File: config.mk
export PLATFORM = sky130hd
export DESIGN_NAME = morphle_conf_loader
export DESIGN_NICKNAME = d
export VERILOG_FILES = /design/src/rtl/morphle_loader_pkg.sv /design/src/rtl/morphle_row_fifo.sv /design/src/rtl/morphle_conf_loader.sv
export SDC_FILE = /design/constraint.sdc
export NUM_CORES = 1
export LEC_CHECK = 0
export BUFFER_PORTS_ARGS = -buffer_cell sky130_fd_sc_hd__buf_2
export CORE_ASPECT_RATIO = 1.1
export CORE_MARGIN = 8
export CORE_UTILIZATION = 35
export CTS_BUF_LIST = sky130_fd_sc_hd__clkbuf_8 sky130_fd_sc_hd__clkbuf_16
export CTS_CLUSTER_DIAMETER = 100
export CTS_CLUSTER_SIZE = 8
export DETAILED_ROUTE_END_ITERATION = 6
export GPL_TIMING_DRIVEN = 0
export SYNTH_ARGS = -nofsm -noshare
export SYNTH_HDL_FRONTEND = slang
export SYNTH_SLANG_ARGS = --single-unit
File: constraint.sdc
create_clock -name wb_clk_i -period 2.5 [get_ports wb_clk_i]
set_input_delay 0.125 -clock wb_clk_i [delete_from_list [all_inputs] [get_ports wb_clk_i]]
set_output_delay 0.125 -clock wb_clk_i [all_outputs]
set_load 0.005 [all_outputs]
File: src/rtl/morphle_loader_pkg.sv
// Shared constants and types for the Morphle configuration loader.
// Register offsets, bit indices, sequencer states, default timing.
package morphle_loader_pkg;

  localparam logic [2:0] REG_CTRL    = 3'd0;
  localparam logic [2:0] REG_STATUS  = 3'd1;
  localparam logic [2:0] REG_CONF    = 3'd2;
  localparam logic [2:0] REG_UIN     = 3'd3;
  localparam logic [2:0] REG_UOUT    = 3'd4;
  localparam logic [2:0] REG_CBITOUT = 3'd5;

  localparam int CTRL_BLK_RESET = 0;
  localparam int CTRL_FLUSH     = 1;

  localparam int STAT_BUSY     = 0;
  localparam int STAT_DONE     = 1;
  localparam int STAT_OVF      = 2;
  localparam int STAT_LVL_LSB  = 4;
  localparam int STAT_ROWS_LSB = 8;

  localparam int DEF_SETUP_CYC = 2;
  localparam int DEF_PULSE_CYC = 2;
  localparam int DEF_HOLD_CYC  = 1;

  typedef enum logic [1:0] {
    ST_IDLE,
    ST_SETUP,
    ST_PULSE,
    ST_HOLD
  } seq_state_t;

endpackage

File: src/rtl/morphle_row_fifo.sv
// Small synchronous FIFO holding configuration rows.
// Flush empties it; a push at full is dropped.
module morphle_row_fifo #(
  parameter int WIDTH = 16,
  parameter int DEPTH = 4
) (
  input  logic                     clk,
  input  logic                     rst_n,
  input  logic                     push,
  input  logic                     pop,
  input  logic                     flush,
  input  logic [WIDTH-1:0]         din,
  output logic [WIDTH-1:0]         dout,
  output logic                     full,
  output logic                     empty,
  output logic [$clog2(DEPTH):0]   level
);

  localparam int AW = $clog2(DEPTH);
  localparam int LW = AW + 1;

  logic [WIDTH-1:0] mem [DEPTH];
  logic [AW-1:0]    wr_ptr;
  logic [AW-1:0]    rd_ptr;
  logic             do_push;
  logic             do_pop;

  assign full    = (level == LW'(DEPTH));
  assign empty   = (level == '0);
  assign do_push = push & ~full;
  assign do_pop  = pop & ~empty;
  assign dout    = mem[rd_ptr];

  // pointer and occupancy bookkeeping
  always_ff @(posedge clk or negedge rst_n) begin
    if (!rst_n) begin
      wr_ptr <= '0;
      rd_ptr <= '0;
      level  <= '0;
    end else if (flush) begin
      wr_ptr <= '0;
      rd_ptr <= '0;
      level  <= '0;
    end else begin
      if (do_push) wr_ptr <= wr_ptr + AW'(1);
      if (do_pop)  rd_ptr <= rd_ptr + AW'(1);
      case ({do_push, do_pop})
        2'b10:   level <= level + LW'(1);
        2'b01:   level <= level - LW'(1);
        default: ;
      endcase
    end
  end

  // row storage, no reset needed
  always_ff @(posedge clk) begin
    if (do_push && !flush) mem[wr_ptr] <= din;
  end

endmodule

File: src/rtl/morphle_conf_loader.sv
// Wishbone-fed loader that shifts configuration rows into a yblock.
// Also drives block reset / uin and samples uout / cbitout.
module morphle_conf_loader
  import morphle_loader_pkg::*;
#(
  parameter int          BLOCKWIDTH  = 16,
  parameter int          BLOCKHEIGHT = 16,
  parameter int          FIFO_DEPTH  = 4,
  parameter int          SETUP_CYC   = DEF_SETUP_CYC,
  parameter int          PULSE_CYC   = DEF_PULSE_CYC,
  parameter int          HOLD_CYC    = DEF_HOLD_CYC,
  parameter logic [31:0] BASE_ADR    = 32'h3000_0000
) (
  input  logic                  wb_clk_i,
  input  logic                  wb_rst_i,
  input  logic                  wbs_stb_i,
  input  logic                  wbs_cyc_i,
  input  logic                  wbs_we_i,
  input  logic [3:0]            wbs_sel_i,
  input  logic [31:0]           wbs_dat_i,
  input  logic [31:0]           wbs_adr_i,
  output logic                  wbs_ack_o,
  output logic [31:0]           wbs_dat_o,
  output logic                  reset,
  output logic                  confclk,
  output logic [BLOCKWIDTH-1:0] cbitin,
  output logic [31:0]           uin,
  input  logic [31:0]           uout,
  input  logic [BLOCKWIDTH-1:0] cbitout
);

  localparam int LW = $clog2(FIFO_DEPTH) + 1;

  seq_state_t            state;
  logic [7:0]            tcnt;
  logic                  blk_reset;
  logic [7:0]            row_cnt;
  logic                  done;
  logic                  ovf;
  logic [31:0]           uout_q;
  logic [BLOCKWIDTH-1:0] cbitout_q;
  logic [31:0]           rdata;

  logic                  hit, acc, wr;
  logic [2:0]            ridx;
  logic                  wr_ctrl, wr_stat, wr_conf, wr_uin;
  logic                  flush, blk_fall, abort, busy;
  logic                  fifo_push, fifo_pop;
  logic                  fifo_full, fifo_empty;
  logic [BLOCKWIDTH-1:0] fifo_dout;
  logic [LW-1:0]         fifo_level;
  logic                  unused;

  assign hit  = wbs_cyc_i & wbs_stb_i
              & (wbs_adr_i[31:8] == BASE_ADR[31:8]);
  assign acc  = hit & ~wbs_ack_o;
  assign wr   = acc & wbs_we_i;
  assign ridx = wbs_adr_i[4:2];

  assign wr_ctrl = wr & (ridx == REG_CTRL) & wbs_sel_i[0];
  assign wr_stat = wr & (ridx == REG_STATUS);
  assign wr_conf = wr & (ridx == REG_CONF);
  assign wr_uin  = wr & (ridx == REG_UIN);

  assign flush    = wr_ctrl & wbs_dat_i[CTRL_FLUSH];
  assign blk_fall = wr_ctrl & blk_reset
                  & ~wbs_dat_i[CTRL_BLK_RESET];
  assign abort    = flush | (blk_reset & (state != ST_IDLE));
  assign busy     = (state != ST_IDLE) | ~fifo_empty;

  assign fifo_push = wr_conf & ~fifo_full;
  assign fifo_pop  = (state == ST_HOLD) & (tcnt == '0) & ~abort;

  assign reset  = blk_reset;
  assign unused = ^{wbs_adr_i[7:5], wbs_adr_i[1:0]};

  morphle_row_fifo #(
    .WIDTH (BLOCKWIDTH),
    .DEPTH (FIFO_DEPTH)
  ) u_fifo (
    .clk   (wb_clk_i),
    .rst_n (wb_rst_i),
    .push  (fifo_push),
    .pop   (fifo_pop),
    .flush (abort),
    .din   (wbs_dat_i[BLOCKWIDTH-1:0]),
    .dout  (fifo_dout),
    .full  (fifo_full),
    .empty (fifo_empty),
    .level (fifo_level)
  );

  // register read mux
  always_comb begin
    rdata = '0;
    unique case (1'b1)
      (ridx == REG_CTRL): rdata[CTRL_BLK_RESET] = blk_reset;
      (ridx == REG_STATUS): begin
        rdata[STAT_BUSY]            = busy;
        rdata[STAT_DONE]            = done;
        rdata[STAT_OVF]             = ovf;
        rdata[STAT_LVL_LSB +: 4]    = 4'(fifo_level);
        rdata[STAT_ROWS_LSB +: 8]   = row_cnt;
      end
      (ridx == REG_UIN):     rdata = uin;
      (ridx == REG_UOUT):    rdata = uout_q;
      (ridx == REG_CBITOUT): rdata[BLOCKWIDTH-1:0] = cbitout_q;
      default:               rdata = '0;
    endcase
  end

  // single-cycle ack with registered read data
  always_ff @(posedge wb_clk_i or negedge wb_rst_i) begin
    if (!wb_rst_i) begin
      wbs_ack_o <= 1'b0;
      wbs_dat_o <= '0;
    end else begin
      wbs_ack_o <= hit & ~wbs_ack_o;
      wbs_dat_o <= (acc & ~wbs_we_i) ? rdata : '0;
    end
  end

  // CTRL and UIN registers, byte-select aware
  always_ff @(posedge wb_clk_i or negedge wb_rst_i) begin
    if (!wb_rst_i) begin
      blk_reset <= 1'b1;
      uin       <= '0;
    end else begin
      if (wr_ctrl) blk_reset <= wbs_dat_i[CTRL_BLK_RESET];
      for (int b = 0; b < 4; b++) begin
        if (wr_uin && wbs_sel_i[b])
          uin[8*b +: 8] <= wbs_dat_i[8*b +: 8];
      end
    end
  end

  // sample yblock outputs every clock
  always_ff @(posedge wb_clk_i or negedge wb_rst_i) begin
    if (!wb_rst_i) begin
      uout_q    <= '0;
      cbitout_q <= '0;
    end else begin
      uout_q    <= uout;
      cbitout_q <= cbitout;
    end
  end

  // row sequencer: setup, confclk pulse, hold, then pop
  always_ff @(posedge wb_clk_i or negedge wb_rst_i) begin
    if (!wb_rst_i) begin
      state   <= ST_IDLE;
      tcnt    <= '0;
      confclk <= 1'b0;
      cbitin  <= '0;
    end else if (abort) begin
      state   <= ST_IDLE;
      tcnt    <= '0;
      confclk <= 1'b0;
    end else begin
      case (state)
        ST_IDLE: begin
          if (!fifo_empty && !blk_reset) begin
            state  <= ST_SETUP;
            cbitin <= fifo_dout;
            tcnt   <= 8'(SETUP_CYC - 1);
          end
        end
        ST_SETUP: begin
          if (tcnt == '0) begin
            state   <= ST_PULSE;
            confclk <= 1'b1;
            tcnt    <= 8'(PULSE_CYC - 1);
          end else begin
            tcnt <= tcnt - 8'd1;
          end
        end
        ST_PULSE: begin
          if (tcnt == '0) begin
            state   <= ST_HOLD;
            confclk <= 1'b0;
            tcnt    <= 8'(HOLD_CYC - 1);
          end else begin
            tcnt <= tcnt - 8'd1;
          end
        end
        ST_HOLD: begin
          if (tcnt == '0) state <= ST_IDLE;
          else            tcnt  <= tcnt - 8'd1;
        end
        default: state <= ST_IDLE;
      endcase
    end
  end

  // row count, done and overflow flags
  always_ff @(posedge wb_clk_i or negedge wb_rst_i) begin
    if (!wb_rst_i) begin
      row_cnt <= '0;
      done    <= 1'b0;
      ovf     <= 1'b0;
    end else begin
      if (blk_fall) begin
        row_cnt <= '0;
        done    <= 1'b0;
      end else if (fifo_pop) begin
        if (row_cnt != 8'hFF) row_cnt <= row_cnt + 8'd1;
        if (({1'b0, row_cnt} + 9'd1) == 9'(BLOCKHEIGHT))
          done <= 1'b1;
        else if (wr_stat && wbs_dat_i[STAT_DONE])
          done <= 1'b0;
      end else if (wr_stat && wbs_dat_i[STAT_DONE]) begin
        done <= 1'b0;
      end
      if (wr_conf && fifo_full)
        ovf <= 1'b1;
      else if (wr_stat && wbs_dat_i[STAT_OVF])
        ovf <= 1'b0;
    end
  end

endmodule

==> impl_metrics.json <==
{
  "clkTransAtPathRegs_ns": 0.05,
  "die_y_um": 183,
  "dpl.hpwl_um": 17400,
  "synth_seq_cells": 222,
  "cp_data_required_time_ns": 2.75,
  "power_mw": 8.18,
  "path_max_fanout": 8,
  "worstMarginPinSlew_ns": 0.692,
  "ant_nets": 0,
  "worst_slack_ns": -0.256,
  "die_w_um": 167,
  "vias": 6502,
  "place_ws_ns": -0.539,
  "first_global_vias": 6929,
  "violations": "negative setup slack",
  "maxCapViolations": 0,
  "track_usage": 0.163,
  "cp.arrival_ns": 3.01,
  "cts_max_level": 1,
  "layout-drive-gt1-share": 0.377,
  "cts_inserted_buffers": 31,
  "viasPerCell": 5.08,
  "syn_nets": 740,
  "relSlewSlack": 0.539,
  "min-delay-path-class": "input pin to flip-flop",
  "wl_per_cell_um": 20.0,
  "ys_seq_area_frac": 0.665,
  "totalWireLength_um": 25600,
  "utilization": 0.491,
  "crit_path_start_kind": "flip-flop",
  "grt_max_degree": 86,
  "area_growth_pct": 39.2,
  "fin_crit_sh": 1.10,
  "initial_utilization": 0.353,
  "fin_nets": 1075,
  "ir_drop_mv": 0.489,
  "synth.distinct_cells": 65,
  "fin_skew_ns": 0.0134,
  "max_freq_mhz": 363,
  "crit_type": "flip-flop to flip-flop",
  "p_leak_nw": 5.66,
  "slowest_delay_ns": 0.54,
  "critPathMostFrequentCell": "buf_6",
  "grt_first_pass_wirelength_um": 39100,
  "gp_congestion": 0.831,
  "setup_viol": 66,
  "firstDrtPassIters": 5,
  "synth_flop_cell": "dfrtp_1",
  "cp_top_family": "simple AND/OR/NAND/NOR gates",
  "syn_inst": 606,
  "io_buffers": 196,
  "clk_path_buf_depth": 3,
  "rsz0062_at_grt": "yes",
  "die_area_um2": 30600,
  "worstPathCellList": "nor4b_4 -> nand4b_1 -> buf_6 -> buf_6 -> or4b_4 -> buf_6 -> buf_6 -> nor2_4 -> and2_4 -> buf_12",
  "root_buffer": "clkbuf_16",
  "cts_tree": "done",
  "slew_viol_final": 0,
  "fin_setup_tns_ns": -12.41,
  "drc": 0,
  "status": "finished, violations left",
  "row_count": 61,
  "gr-total-overflow": 0,
  "syn_avg_cell_area_um2": 14.6,
  "synth_enable_flop_cells": 64,
  "first_iter_violations": 406,
  "finalCriticalPeriod_ns": 2.76,
  "netlist_area_um2": 8840,
  "core_um2": 25000,
  "powerDensity_nw_per_um2": 665,
  "clk_latency_ns": 0.55,
  "critPathBufInv": 5,
  "ys_warn_count": 0,
  "ios": 204,
  "slowest_stage": "or4b_4",
  "cts_sinks": 222,
  "hold_viol_final": 0,
  "end_kind": "flip-flop",
  "async_flop_share": 0.712,
  "antenna_found_initial": 2
}
worst register-to-register path: stages (launching register included):
cell and delay, ns:
dfrtp_1 0.41, nor4b_4 0.30, nand4b_1 0.15, buf_6 0.16, buf_6 0.11, or4b_4 0.54
buf_6 0.14, buf_6 0.11, nor2_4 0.19, and2_4 0.23, buf_12 0.13
worst paths after layout:
| path | from | to | depth (start not counted) | slack [ns] |
|---|---|---|---|---|
| min in group asynchronous | wb_rst_i | cbitin[10] | 2 | 0.12 |
| max in group asynchronous | wb_rst_i | uin[24] | 3 | 1.53 |
| setup / recovery | wbs_ack_o | u_fifo.mem[0][8] | 10 | -0.26 |
| setup reg to reg | wbs_ack_o | u_fifo.mem[0][8] | 10 | -0.26 |
| hold reg to reg | cbitin[7] | cbitin[7] | 1 | 0.48 |
| hold / removal | wbs_adr_i[3] | wbs_dat_o[14] | 4 | 0.06 |
final cells by class:
cell class	count	area [um2]
timing repair buffer	302	2070
fill	2183	12700
multi-input combinational	351	2930
clock inverter	23	91.3
antenna	1	2.50
tap	315	394
inverter	8	30.0
sequential	222	5880
clock buffer	32	790
buffer	25	114
stage by stage:
| step | cells | instance area [um2] | hold slack, ns |
|---|---|---|---|
| floorplan | 606 | 8860 | -0.171 |
| global placement | 1117 | 10200 | 0.233 |
| detailed placement | 1118 | 10300 | 0.124 |
| CTS | 1268 | 12100 | 0.0368 |
| global route | 1278 | 12300 | 0.0818 |
| finish | 1279 | 12300 | 0.0586 |
synth_stat cells, drive strengths merged (3+ instances only):
cell type  instances  area, um2
a21oi             16       83.8
a222oi            10        100
a22o              14        123
a22oi             22        165
a32o               3       30.0
and2               9       57.6
buf               13       60.1
clkbuf            15       56.3
dfrtp            157       3930
edfxtp            64       1920
ha                12        150
inv                8       30.0
mux2              51        574
mux2i              6       60.1
mux4              16        360
nand2             19       71.3
nand3              6       30.0
nand4             11       68.8
nor2              64        243
nor2b              5       31.3
nor3              12       65.1
nor3b              4       46.3
nor4               6       37.5
nor4b              7       88.8
o21ai             17       96.3
or2                4       25.0
xnor2              7       68.8
kinds of logic (layout without fill, tap and decap cells):
group	Yosys count	in the layout	synth area share
xor+xnor	8	8	0.00878
compound gates	90	90	0.0745
fa+ha+maj	13	13	0.0193
mux	73	73	0.113
buf+inv	36	390	0.0166
flops	222	222	0.665
simple gates	164	167	0.103
other cells	0	1	0
sequential cells by signal (all words and copies together), names as in the netlist, 3 cells and up:
name	count
tcnt	8
u_fifo.mem	64
uout_q	32
cbitout_q	16
uin	32
cbitin	16
row_cnt	8
wbs_dat_o	32
u_fifo.level	3
per-layer routing:
layer  up-vias  wire, um  global-route usage
li1       2944         -                   -
met1      3267     10500               0.205
met2       241     12500               0.274
met3        48      1920              0.0454
met4         2       569              0.0447
met5         -        12                   0
placed cells by master, fill, tap and decap left out, drive strengths merged, types with 11 or more instances in the layout:
master,n
buf,231
and2,12
clkbuf,46
nor3,12
a21oi,16
nor2,64
nand4,11
mux2,51
dfrtp,157
a22oi,22
inv,31
mux4,16
nand2,19
dlygate4sd3,82
o21ai,17
edfxtp,64
ha,12
a22o,14
repair_timing:
item | CTS | global route
pin swaps | 8 | 15
hold buffers | 82 | 0
hold endpoints to repair | 219 | 0
buffers inserted | 13 | 10
gates cloned | 1 | 2
gates resized for setup | 12 | 21
endpoints found under the setup margin | 115 | 93
power breakdown:
group          switching [mW]  internal, mW
registers              0.0507          3.81
clock network            1.49          2.23
logic                   0.310         0.285
total                    1.85          6.32
Power figures use the tool's default switching activity.
